**src/rtl/cart_mapper_pkg.sv**
```systemverilog
// Shared types and helpers for the multi-cartridge bank mapper.
// Latency: n/a (types, constants and a pure function only).
// Backpressure: n/a.
package cart_mapper_pkg;

    typedef enum logic [1:0] {
        KONAMI     = 2'd0,
        KONAMI_SCC = 2'd1,
        ASCII8     = 2'd2,
        ASCII16    = 2'd3
    } mapper_t;

    // Base addresses of the four 8 KB CPU pages served by the mapper
    localparam logic [15:0] PAGE0_BASE = 16'h4000;
    localparam logic [15:0] PAGE1_BASE = 16'h6000;
    localparam logic [15:0] PAGE2_BASE = 16'h8000;
    localparam logic [15:0] PAGE3_BASE = 16'hA000;

    // Bank mask for an image of mem_size bytes: next power of two of the
    // 8 KB bank count, minus one, saturated to the bank register width.
    function automatic logic [31:0] bank_mask(input logic [24:0] mem_size,
                                              input int          bank_bits);
        logic [12:0] nbanks;
        logic [12:0] m;
        logic [31:0] lim;
        logic [31:0] res;
        nbanks = 13'(({1'b0, mem_size} + 26'd8191) >> 13);
        m = '0;
        for (int i = 0; i < 13; i++) begin
            if (({1'b0, m} + 14'd1) < {1'b0, nbanks})
                m = {m[11:0], 1'b1};
        end
        res = 32'(m);
        lim = (32'd1 << bank_bits) - 32'd1;
        if (bank_bits < 13 && res > lim)
            res = lim;
        return res;
    endfunction

endpackage

```
**src/rtl/cart_mapper_ctx.sv**
```systemverilog
// One cartridge context: four bank registers, SCC enable, SCC+ mode register (MAPPER_SCCPLUS_EN), type tracking.
// Latency: writes and type-change reinit take effect on the next clk edge.
// Backpressure: none; every qualified write is accepted the cycle it is presented.
module cart_mapper_ctx
    import cart_mapper_pkg::*;
#(
    parameter int BANK_BITS = 8
) (
    input  logic                      clk,
    input  logic                      reset,
    input  logic                      wr,
    input  logic [15:0]               addr,
    input  logic [7:0]                din,
    input  logic [1:0]                type_in,
`ifdef MAPPER_SCCPLUS_EN
    input  logic                      scc_plus,
    output logic [7:0]                scc_mode_reg,
`endif
    output logic [3:0][BANK_BITS-1:0] banks,
    output logic                      scc_en,
    output logic [1:0]                type_q
);

    logic                 plus_eff;
    logic [BANK_BITS-1:0] dbank;
    logic [BANK_BITS-2:0] half;

`ifdef MAPPER_SCCPLUS_EN
    assign plus_eff = scc_plus;
    logic unused_addr;
    assign unused_addr = addr[0];
`else
    assign plus_eff = 1'b0;
    logic unused_addr;
    assign unused_addr = ^addr[10:0];
`endif

    // Raw data as a bank number, and the ASCII16 16 KB page index
    assign dbank = BANK_BITS'(din);
    assign half  = (BANK_BITS-1)'(din);

    // Register file: reset, then type-change reinit (beats CPU writes), then CPU write decode
    always_ff @(posedge clk or posedge reset) begin
        if (reset) begin
            for (int k = 0; k < 4; k++)
                banks[k] <= BANK_BITS'(k);
            scc_en <= 1'b0;
            type_q <= 2'd0;
`ifdef MAPPER_SCCPLUS_EN
            scc_mode_reg <= 8'h00;
`endif
        end else if (type_in != type_q) begin
            for (int k = 0; k < 4; k++)
                banks[k] <= type_in[1] ? '0 : BANK_BITS'(k);
            scc_en <= 1'b0;
            type_q <= type_in;
`ifdef MAPPER_SCCPLUS_EN
            scc_mode_reg <= 8'h00;
`endif
        end else if (wr) begin
            unique case (mapper_t'(type_q))
                KONAMI: begin
                    case (addr[15:13])
                        3'b011:  banks[1] <= dbank;
                        3'b100:  banks[2] <= dbank;
                        3'b101:  banks[3] <= dbank;
                        default: ;
                    endcase
                end
                KONAMI_SCC: begin
                    case (addr[15:11])
                        5'b01010: banks[0] <= dbank;
                        5'b01110: banks[1] <= dbank;
                        5'b10010: begin
                            banks[2] <= dbank;
                            if (!plus_eff)
                                scc_en <= (din[5:0] == 6'h3F);
                        end
                        5'b10110: banks[3] <= dbank;
                        default:  ;
                    endcase
`ifdef MAPPER_SCCPLUS_EN
                    // BFFE/BFFF: SCC+ mode register
                    if (scc_plus && addr[15:1] == 15'h5FFF)
                        scc_mode_reg <= din;
`endif
                end
                ASCII8: begin
                    if (addr[15:13] == 3'b011)
                        banks[addr[12:11]] <= dbank;
                end
                ASCII16: begin
                    if (addr[15:11] == 5'b01100) begin
                        banks[0] <= {half, 1'b0};
                        banks[1] <= {half, 1'b1};
                    end else if (addr[15:11] == 5'b01110) begin
                        banks[2] <= {half, 1'b0};
                        banks[3] <= {half, 1'b1};
                    end
                end
            endcase
        end
    end

endmodule

```
**src/rtl/cart_mapper_multi.sv**
```systemverilog
// Multi-cartridge Konami/Konami-SCC/ASCII8/ASCII16 bank mapper; SCC+ support under MAPPER_SCCPLUS_EN.
// Latency: mem_addr/scc_req/mem_unmaped combinational from state; bank mask registered (1 cycle after mem_size change).
// Backpressure: none; accesses are decoded the cycle they are presented.
module cart_mapper_multi
    import cart_mapper_pkg::*;
#(
    parameter  int NUM_CARTS = 2,
    parameter  int BANK_BITS = 8,
    localparam int CW        = (NUM_CARTS > 1) ? $clog2(NUM_CARTS) : 1
) (
    input  logic                   clk,
    input  logic                   reset,
    input  logic [24:0]            mem_size,
    input  logic [2*NUM_CARTS-1:0] mapper_type,
    input  logic [15:0]            cpu_addr,
    input  logic [7:0]             din,
    input  logic                   cpu_mreq,
    input  logic                   cpu_wr,
    input  logic                   cpu_rd,
    input  logic                   cs,
    input  logic [CW-1:0]          cart_num,
    input  logic                   scc_plus,
    output logic                   mem_unmaped,
    output logic [BANK_BITS+12:0]  mem_addr,
    output logic                   scc_req,
    output logic [NUM_CARTS-1:0]   scc_mode
);

    logic [3:0][BANK_BITS-1:0] bank_r [NUM_CARTS];
    logic                      en_r   [NUM_CARTS];
    logic [1:0]                type_r [NUM_CARTS];

    logic [3:0][BANK_BITS-1:0] sel_banks;
    logic                      sel_en;
    logic [1:0]                sel_type;
    logic [BANK_BITS-1:0]      mask_q;
    logic                      wr_any;
    logic [2:0]                pg3;
    logic [1:0]                page;
    logic                      mapped;
    logic                      is_scc_type;
    logic                      access;
    logic                      scc_area;
    logic                      write_enable;

    assign wr_any = cs & cpu_mreq & cpu_wr;

`ifdef MAPPER_SCCPLUS_EN
    logic [7:0] mode_r [NUM_CARTS];
    logic [7:0] sel_mode;
`endif

    genvar gi;
    generate
        for (gi = 0; gi < NUM_CARTS; gi++) begin : g_ctx
            cart_mapper_ctx #(.BANK_BITS(BANK_BITS)) u_ctx (
                .clk          (clk),
                .reset        (reset),
                .wr           (wr_any & (cart_num == CW'(gi))),
                .addr         (cpu_addr),
                .din          (din),
                .type_in      (mapper_type[2*gi +: 2]),
`ifdef MAPPER_SCCPLUS_EN
                .scc_plus     (scc_plus),
                .scc_mode_reg (mode_r[gi]),
`endif
                .banks        (bank_r[gi]),
                .scc_en       (en_r[gi]),
                .type_q       (type_r[gi])
            );
`ifdef MAPPER_SCCPLUS_EN
            // SCC+ sound mode is live when the mode register and bank3 bit 7 both select it
            assign scc_mode[gi] = scc_plus & (mapper_t'(type_r[gi]) == KONAMI_SCC)
                                & mode_r[gi][5] & (|(bank_r[gi][3] & BANK_BITS'(128)));
`endif
        end
    endgenerate

`ifndef MAPPER_SCCPLUS_EN
    assign scc_mode = '0;
    logic unused_scc_plus;
    assign unused_scc_plus = scc_plus;
`endif

    // Bank mask tracks the image size of the addressed cart, one cycle behind
    always_ff @(posedge clk or posedge reset) begin
        if (reset)
            mask_q <= '1;
        else
            mask_q <= BANK_BITS'(bank_mask(mem_size, BANK_BITS));
    end

    // Select the addressed cart's state
    always_comb begin
        sel_banks = bank_r[0];
        sel_en    = en_r[0];
        sel_type  = type_r[0];
`ifdef MAPPER_SCCPLUS_EN
        sel_mode  = mode_r[0];
`endif
        for (int i = 1; i < NUM_CARTS; i++) begin
            if (cart_num == CW'(i)) begin
                sel_banks = bank_r[i];
                sel_en    = en_r[i];
                sel_type  = type_r[i];
`ifdef MAPPER_SCCPLUS_EN
                sel_mode  = mode_r[i];
`endif
            end
        end
    end

    // Pages 4000..BFFF map to bank0..bank3; everything else is unmapped
    assign pg3      = cpu_addr[15:13] - 3'd2;
    assign mapped   = (pg3 < 3'd4);
    assign page     = pg3[1:0];
    assign mem_addr = {sel_banks[page] & mask_q, cpu_addr[12:0]};

    assign is_scc_type = (mapper_t'(sel_type) == KONAMI_SCC);
    assign access      = cpu_mreq & (cpu_rd | cpu_wr) & is_scc_type;
    assign scc_area    = (cpu_addr[15:11] == 5'b10011);

`ifdef MAPPER_SCCPLUS_EN
    logic plus_hit_a;
    logic plus_hit_b;
    logic ram_bit;
    // SCC+ register windows and per-page RAM enables
    always_comb begin
        plus_hit_a = scc_plus & sel_mode[5] & (|(sel_banks[3] & BANK_BITS'(128)))
                   & (cpu_addr[15:8] == 8'hB8);
        plus_hit_b = scc_plus & ~sel_mode[5]
                   & ((sel_banks[2] & BANK_BITS'(63)) == BANK_BITS'(63)) & scc_area;
        ram_bit    = sel_mode[4];
        case (page)
            2'd0:    ram_bit = sel_mode[4] | sel_mode[0];
            2'd1:    ram_bit = sel_mode[4] | sel_mode[1];
            2'd2:    ram_bit = sel_mode[4] | (sel_mode[5] & sel_mode[2]);
            default: ram_bit = sel_mode[4];
        endcase
    end
    assign write_enable = scc_plus & is_scc_type & mapped & ram_bit;
    assign scc_req      = access & (plus_hit_a | plus_hit_b | (~scc_plus & sel_en & scc_area));
`else
    assign write_enable = 1'b0;
    assign scc_req      = access & sel_en & scc_area;
`endif

    // Writes to read-only space are not served; suppressed while in reset
    assign mem_unmaped = cs & (scc_req | ~mapped | (cpu_mreq & cpu_wr & ~write_enable & ~reset));

endmodule

```
**config.mk**
```make
export PLATFORM = sky130hd
export DESIGN_NAME = cart_mapper_multi
export DESIGN_NICKNAME = d
export VERILOG_FILES = /design/src/rtl/cart_mapper_pkg.sv /design/src/rtl/cart_mapper_ctx.sv /design/src/rtl/cart_mapper_multi.sv
export SDC_FILE = /design/constraint.sdc
export NUM_CORES = 1
export LEC_CHECK = 0
export ABC_AREA = 1
export BUFFER_PORTS_ARGS = -buffer_cell sky130_fd_sc_hd__buf_2
export CAP_MARGIN = 20
export CORE_UTILIZATION = 50
export DETAILED_ROUTE_END_ITERATION = 12
export GPL_TIMING_DRIVEN = 0
export PLACE_DENSITY_LB_ADDON = 0.3
export SLEW_MARGIN = 20
export SYNTH_ARGS = -nofsm -noshare
export SYNTH_HDL_FRONTEND = slang
export SYNTH_HIERARCHICAL = 1
export SYNTH_SLANG_ARGS = --single-unit
```
**constraint.sdc**
```tcl
create_clock -name clk -period 2.01 [get_ports clk]
set_input_delay 0.3015 -clock clk [delete_from_list [all_inputs] [get_ports clk]]
set_output_delay 0.3015 -clock clk [all_outputs]
set_load 0.01 [all_outputs]
```
After elaboration in Yosys (flattened, before gate mapping)

Index checks and enable logic that the tools add are counted.

Output and inout bits: 25
Input port bits: 61
Flip-flop bits (word level): 78
Word-level logic and storage cells: 181

Equal/unequal tests: 41
Order comparisons: 18
Mux-type cells: 56
Reduce and logical (&&, ||, !) cells: 21
Add/subtract/negate cells: 14
Bitwise gates (word level): 18

Operator list:

| cell                     | count |
|---|---|
| $mux W32                 | 7 |
| $pmux W24 S4             | 2 |
| $add A13 B1 Y14 const B  | 10 |
| $lt A14 B13 Y1           | 10 |
| $mux W8                  | 10 |
| $mux W13                 | 6 |
| $bwmux W32               | 2 |
| $ne A3 B2 Y1 const B     | 17 |
| $mux W16                 | 3 |
| $pmux W8 S3              | 2 |
| $add A25 B13 Y26 const B | 1 |
| $reduce_and A6 Y1        | 4 |
| $reduce_and A5 Y1        | 4 |
| $bmux W8 S2              | 1 |
| $demux W8 S2             | 1 |
| $eq A5 B4 Y1 const B     | 3 |
| $eq A5 B5 Y1 const B     | 3 |
| $ne A3 B1 Y1 const B     | 5 |
| $gt A13 B8 Y1 const B    | 1 |
| $lt A1 B13 Y1 const A    | 1 |
| $lt A2 B13 Y1            | 1 |
| $lt A3 B13 Y1            | 1 |
| $mux W2                  | 6 |
| $reduce_bool A2 Y1       | 6 |
| 26 further kinds         | 61 |

Logic depth before layout (Yosys ltp)

Depth in word-level cells: 41
Gate-level depth with buffers: 167
Gate-level depth less buffers: 163

Modules after synthesis

Netlist, hierarchy kept.

Modules (own cells, without submodules):

| module            | instances | area each (um^2) | sequential area each (um^2) | cells each |
|---|---|---|---|---|
| cart_mapper_multi | 1         | 5605.4           | 210.2                       | 961 |
| cart_mapper_ctx   | 2         | 2582.5           | 880.8                       | 400 |

Worst setup path after synthesis

OpenSTA, ideal clock, no wires.

Path type: input -> register
Start point: input port mem_size[7]
End point: register mask_q[3]
Library setup time: 0.058 ns
Setup slack: -17.747 ns
Stages on the path: 161
Arrival time: 19.699 ns
Required time: 1.952 ns
Buffers on the path: 4
Path through: or2_1 nor2_2 nand2_2 buf_6 nand3_1 nand2_1 nand2_1 nand3_2 nor2_4 nand3_1 a21oi_1 inv_1 ha_1 ha_1 nand2_1 inv_1 nand4_1 nand2_2 [... 125 more ...] nor2_1 nand2_8 inv_2 nand2_1 o21ai_1 ha_1 nor3b_2 nand2_1 xor2_1 ha_1 nand2_1 o21a_1 o21ai_0 a21oi_1 nand2_4 nand2_1 nand2_1 inv_1

Longest elaborated chain between the ends: 41

Ends and longest elaborated chain:

| item                 | line                    | RTL |
|---|---|---|
| start, declared      | cart_mapper_multi.sv:13 | `input logic [24:0] mem_size,` |
| $add A25 B13 Y26 (*) | cart_mapper_pkg.sv:27   | `nbanks = 13'(({1'b0, mem_size} + 26'd8191) >> 13);` |
| $lt A1 B13 Y1        | cart_mapper_pkg.sv:30   | `if (({1'b0, m} + 14'd1) < {1'b0, nbanks})` |
| $mux W1              | cart_mapper_pkg.sv:30   |  |
| $add A1 B1 Y2        | cart_mapper_pkg.sv:30   |  |
| $lt A2 B13 Y1        | cart_mapper_pkg.sv:30   |  |
| $mux W2              | cart_mapper_pkg.sv:30   |  |
| $add A2 B1 Y3        | cart_mapper_pkg.sv:30   |  |
| $lt A3 B13 Y1        | cart_mapper_pkg.sv:30   |  |
| [... 25 more ...]    | n/a                     |  |
| $add A13 B1 Y14      | cart_mapper_pkg.sv:30   |  |
| $lt A14 B13 Y1       | cart_mapper_pkg.sv:30   |  |
| $mux W13             | cart_mapper_pkg.sv:30   |  |
| $add A13 B1 Y14      | cart_mapper_pkg.sv:30   |  |
| $lt A14 B13 Y1       | cart_mapper_pkg.sv:30   |  |
| $mux W13 (*)         | cart_mapper_pkg.sv:30   |  |
| $gt A13 B8 Y1        | cart_mapper_pkg.sv:35   | `if (bank_bits < 13 && res > lim)` |
| $mux W8 (*)          | cart_mapper_pkg.sv:35   |  |
| end signal, assigned | cart_mapper_multi.sv:90 | `mask_q <= BANK_BITS'(bank_mask(mem_size, BANK_BITS));` |
| end, declared        | cart_mapper_multi.sv:36 | `logic [BANK_BITS-1:0] mask_q;` |

Every way passes the cells marked *; elsewhere a longest branch is shown, timed or not.
A chain may end at the register's enable or synchronous reset.

Worst setup path in the final report

Start point: input port mem_size[13]
End point: register mask_q[4]

Same word-level chain as after synthesis.

==> summary.md <==
| Metric | Value |
|---|---|
| Outcome | complete, but fails checks |
| Failing checks | negative setup slack |
| Setup ws final | -17.67 ns |
| Final setup fails | 8 |
| Register area | 1974 um2 |
| Fillers | 1766 |
| Endpoints failing hold | 0 |
| Synth Cell Area | 10770 um2 |
| Hold WC Path Type | in2async |
| Worst Path Required | 2.29 ns |
| Top Ports | 86 |
| Clock-pin slew on the worst setup and hold paths | 0.06 ns |
| Clock latency on the worst-skew pair | 0.35 ns |
| Max Transition Viols Final | 0 |
| Maximum VDD drop | 0.0003499 V |
| Residual DRC | 0 |
| CTS tree | built |
| 1st-iter DRT viols | 1153 |
| Antenna cells | 0 |
| Crit. End Element | flip-flop |
| Crit path DAT | 19.96 ns |
| Crit start category | input port |
| Largest net degree at the start of global routing | 36 |
| Die H | 148.8 um |
| Multi-input gate area | 8543 um2 |
| RSZ-0062 raised after global routing | true |
| Cts bufs inserted | 9 |
| Core outline area | 21090 um2 |
| Final wirelength | 38.78 mm |
| FMAX | 0.05082 GHz |
| Setup_tns | -141.23 ns |
| Synth Register Bits | 78 |
| Vias | 13060 |
| Pre-CTS setup slack | -18.95 ns |
| Pwr Density | 509.2 nW/um2 |
| CP max stage cell | ha_1 |
| WS Path Type | in2reg |
| Pre-antenna DRT Iters | 7 |
| Vias per inst | 5.753 |
| Global-route wire length before repair | 58.22 mm |
| Final nets | 2148 |
| Max Cap Viol | 0 |
| Clock root buffer | clkbuf_16 |
| Fin crit share | 979.0% |
| Synth Area per Inst | 6.116 um2 |
| Seq/Total Area, Yosys | 18.31% |
| DP HPWL | 25.66 mm |
| Worst-Margin Slew | 0.9656 ns |
| Clock Sinks | 78 |
| Synthesis Warnings | 6 |
| Antenna Nets Post-Route | 0 |
| Initial core utilization | 51.07% |
| Final GP Congestion | 1.013 |
| Initial antenna violation count | 0 |
| Slew margin rel. | 35.39% |
| Worst R2R Path Depth | 8 |
| EDFF count, synth | 0 |
| Commonest non-fill, non-tap cells in the layout | 450 x nand2_1, 175 x inv_1, 159 x buf_4 |
| I/O Buffers | 70 |
| Overall Global Routing Usage | 33.14% |
| Crit path max fanout | 8 |
| Primary FF master, synth | dfrtp_1 |
| Die width | 148.8 um |
| Post-DR wirelength/cell | 17.08 um |
| Clock Skews | 0.007736 ns |
| P&R area growth vs syn | 30.03% |
| CTS Buffer Depth | 2 |
| Min Tclk post-route | 19.68 ns |
| Critical path's largest stage delay | 0.30 ns |
| Mapped Cells | 1761 |
| Die footprint | 22130 um2 |
| Yosys cell types | 53 |
| Overall Power | 7.132 mW |
| Total grt overflow | 0 |
| Hold slack | 0.1290 ns |
| Vias in the first global route | 11930 |
| Row count | 53 |
| Most common cell after layout, fill and taps aside | nand2_1 |
| CTS HTree Levels | 3 |
| Leak | 7.573 nW |
| Layout cells sized above 1 | 31.18% |
| Ys async rst share | 100.0% |
-- cell families (layout without fill, tap and decap cells) --
family                   after synthesis  after routing  synth area share [%]
buffers and inverters                293            525                 11.73
adder cells (fa/ha/maj)               97             97                 11.27
XOR/XNOR                              36             36                 2.927
AO/OA/AOI/OAI                        334            334                 16.83
AND/OR/NAND/NOR                      922            923                 38.89
other                                  1              2               0.03482
flip-flops                            78             78                 18.31
-- power by group --
| group | internal, mW | leakage, nW | switching [mW] |
|---|---|---|---|
| combinational | 1.33 | 6.42 | 2.22 |
| clock | 0.960 | 0.146 | 0.671 |
| sequential | 1.79 | 1.00 | 0.161 |
-- critical path, delay by kind of cell --
kind	cells	cell delay (ns)
and+or+nand+nor	72	7.26
buffers and inverters	39	4.03
adders and majority gates	17	4.02
AOI/OAI and AO/OA	24	3.28
xor gates and xnor gates	7	1.07
-- synth_stat cells (15+ instances only) --
| cell | n | area (um2) |
|---|---|---|
| nand2_2 | 43 | 269.0 |
| dfstp_2 | 16 | 420.4 |
| inv_2 | 22 | 82.58 |
| nand3_1 | 125 | 625.6 |
| nand2_1 | 491 | 1843 |
| nand2_4 | 17 | 191.4 |
| nor2_1 | 164 | 615.6 |
| dfrtp_1 | 62 | 1551 |
| xor2_1 | 32 | 280.3 |
| nand4_1 | 17 | 106.4 |
| ha_1 | 97 | 1214 |
| o21ai_0 | 112 | 560.5 |
| buf_4 | 20 | 150.1 |
| nor3_1 | 15 | 75.07 |
| a21oi_1 | 154 | 770.7 |
| inv_1 | 209 | 784.5 |
-- flip-flops by register name, indices dropped and copies added, names as in the netlist --
| register | cells |
|---|---|
| g_ctx.u_ctx/type_q | 4 |
| g_ctx.u_ctx/scc_en | 2 |
| g_ctx.u_ctx/banks | 64 |
| mask_q | 8 |
-- stage by stage --
| stage | utilization, % | instance area (um2) | instances |
|---|---|---|---|
| after floorplan | - | 11040 | 1762 |
| after global placement | 55.67 | 11740 | 2107 |
| after detailed placement | 55.67 | 11740 | 2107 |
| after CTS | 63.11 | 13310 | 2245 |
| after global routing | 66.41 | 14000 | 2270 |
| final | 66.41 | 14000 | 2270 |
-- area by class of cell --
class                           count  area share [%]
Buffer                             59           3.109
Clock buffer                       10           1.635
Clock inverter                      6          0.4467
Inverter                          234           6.540
Multi-Input combinational cell   1392           61.00
Sequential cell                    78           14.10
Tap cell                          275           2.457
Timing Repair Buffer              216           10.71
-- per-layer routing --
layer,vias to the layer above,share of wire [%],track usage [%]
li1,6186,-,-
met1,5986,38,38.81
met2,698,49,60.21
met3,189,6.8,2.569
met4,0,6.3,17.30
met5,-,0,0
-- timing repair --
| item | in CTS | in global routing |
|---|---|---|
| buffers inserted | 119 | 26 |
| resized for setup | 99 | 147 |
| pin swaps | 90 | 110 |
| hold buffers | 0 | 0 |
| gates cloned | 3 | 0 |
| setup endpoints to repair | 16 | 54 |
-- path summary, 6_finish.rpt --
kind                                                 startpoint                              endpoint  slack [ns]
max                                                mem_size[13]                   mask_q[4]$_DFF_PP1_      -17.67
min                                                       reset     g_ctx[0].u_ctx/scc_en$_DFFE_PP0P_        0.13
max reg2reg                g_ctx[0].u_ctx/type_q[0]$_DFFE_PP0P_  g_ctx[0].u_ctx/banks[10]$_DFFE_PP0P_        0.08
min reg2reg                 g_ctx[0].u_ctx/banks[8]$_DFFE_PP1P_   g_ctx[0].u_ctx/banks[8]$_DFFE_PP1P_        0.48
max in group asynchronous                                 reset  g_ctx[1].u_ctx/type_q[0]$_DFFE_PP0P_        1.30
min in group clk                                 mapper_type[2]  g_ctx[1].u_ctx/type_q[0]$_DFFE_PP0P_        0.17
No activity file was read; power rests on OpenSTA's default activity.
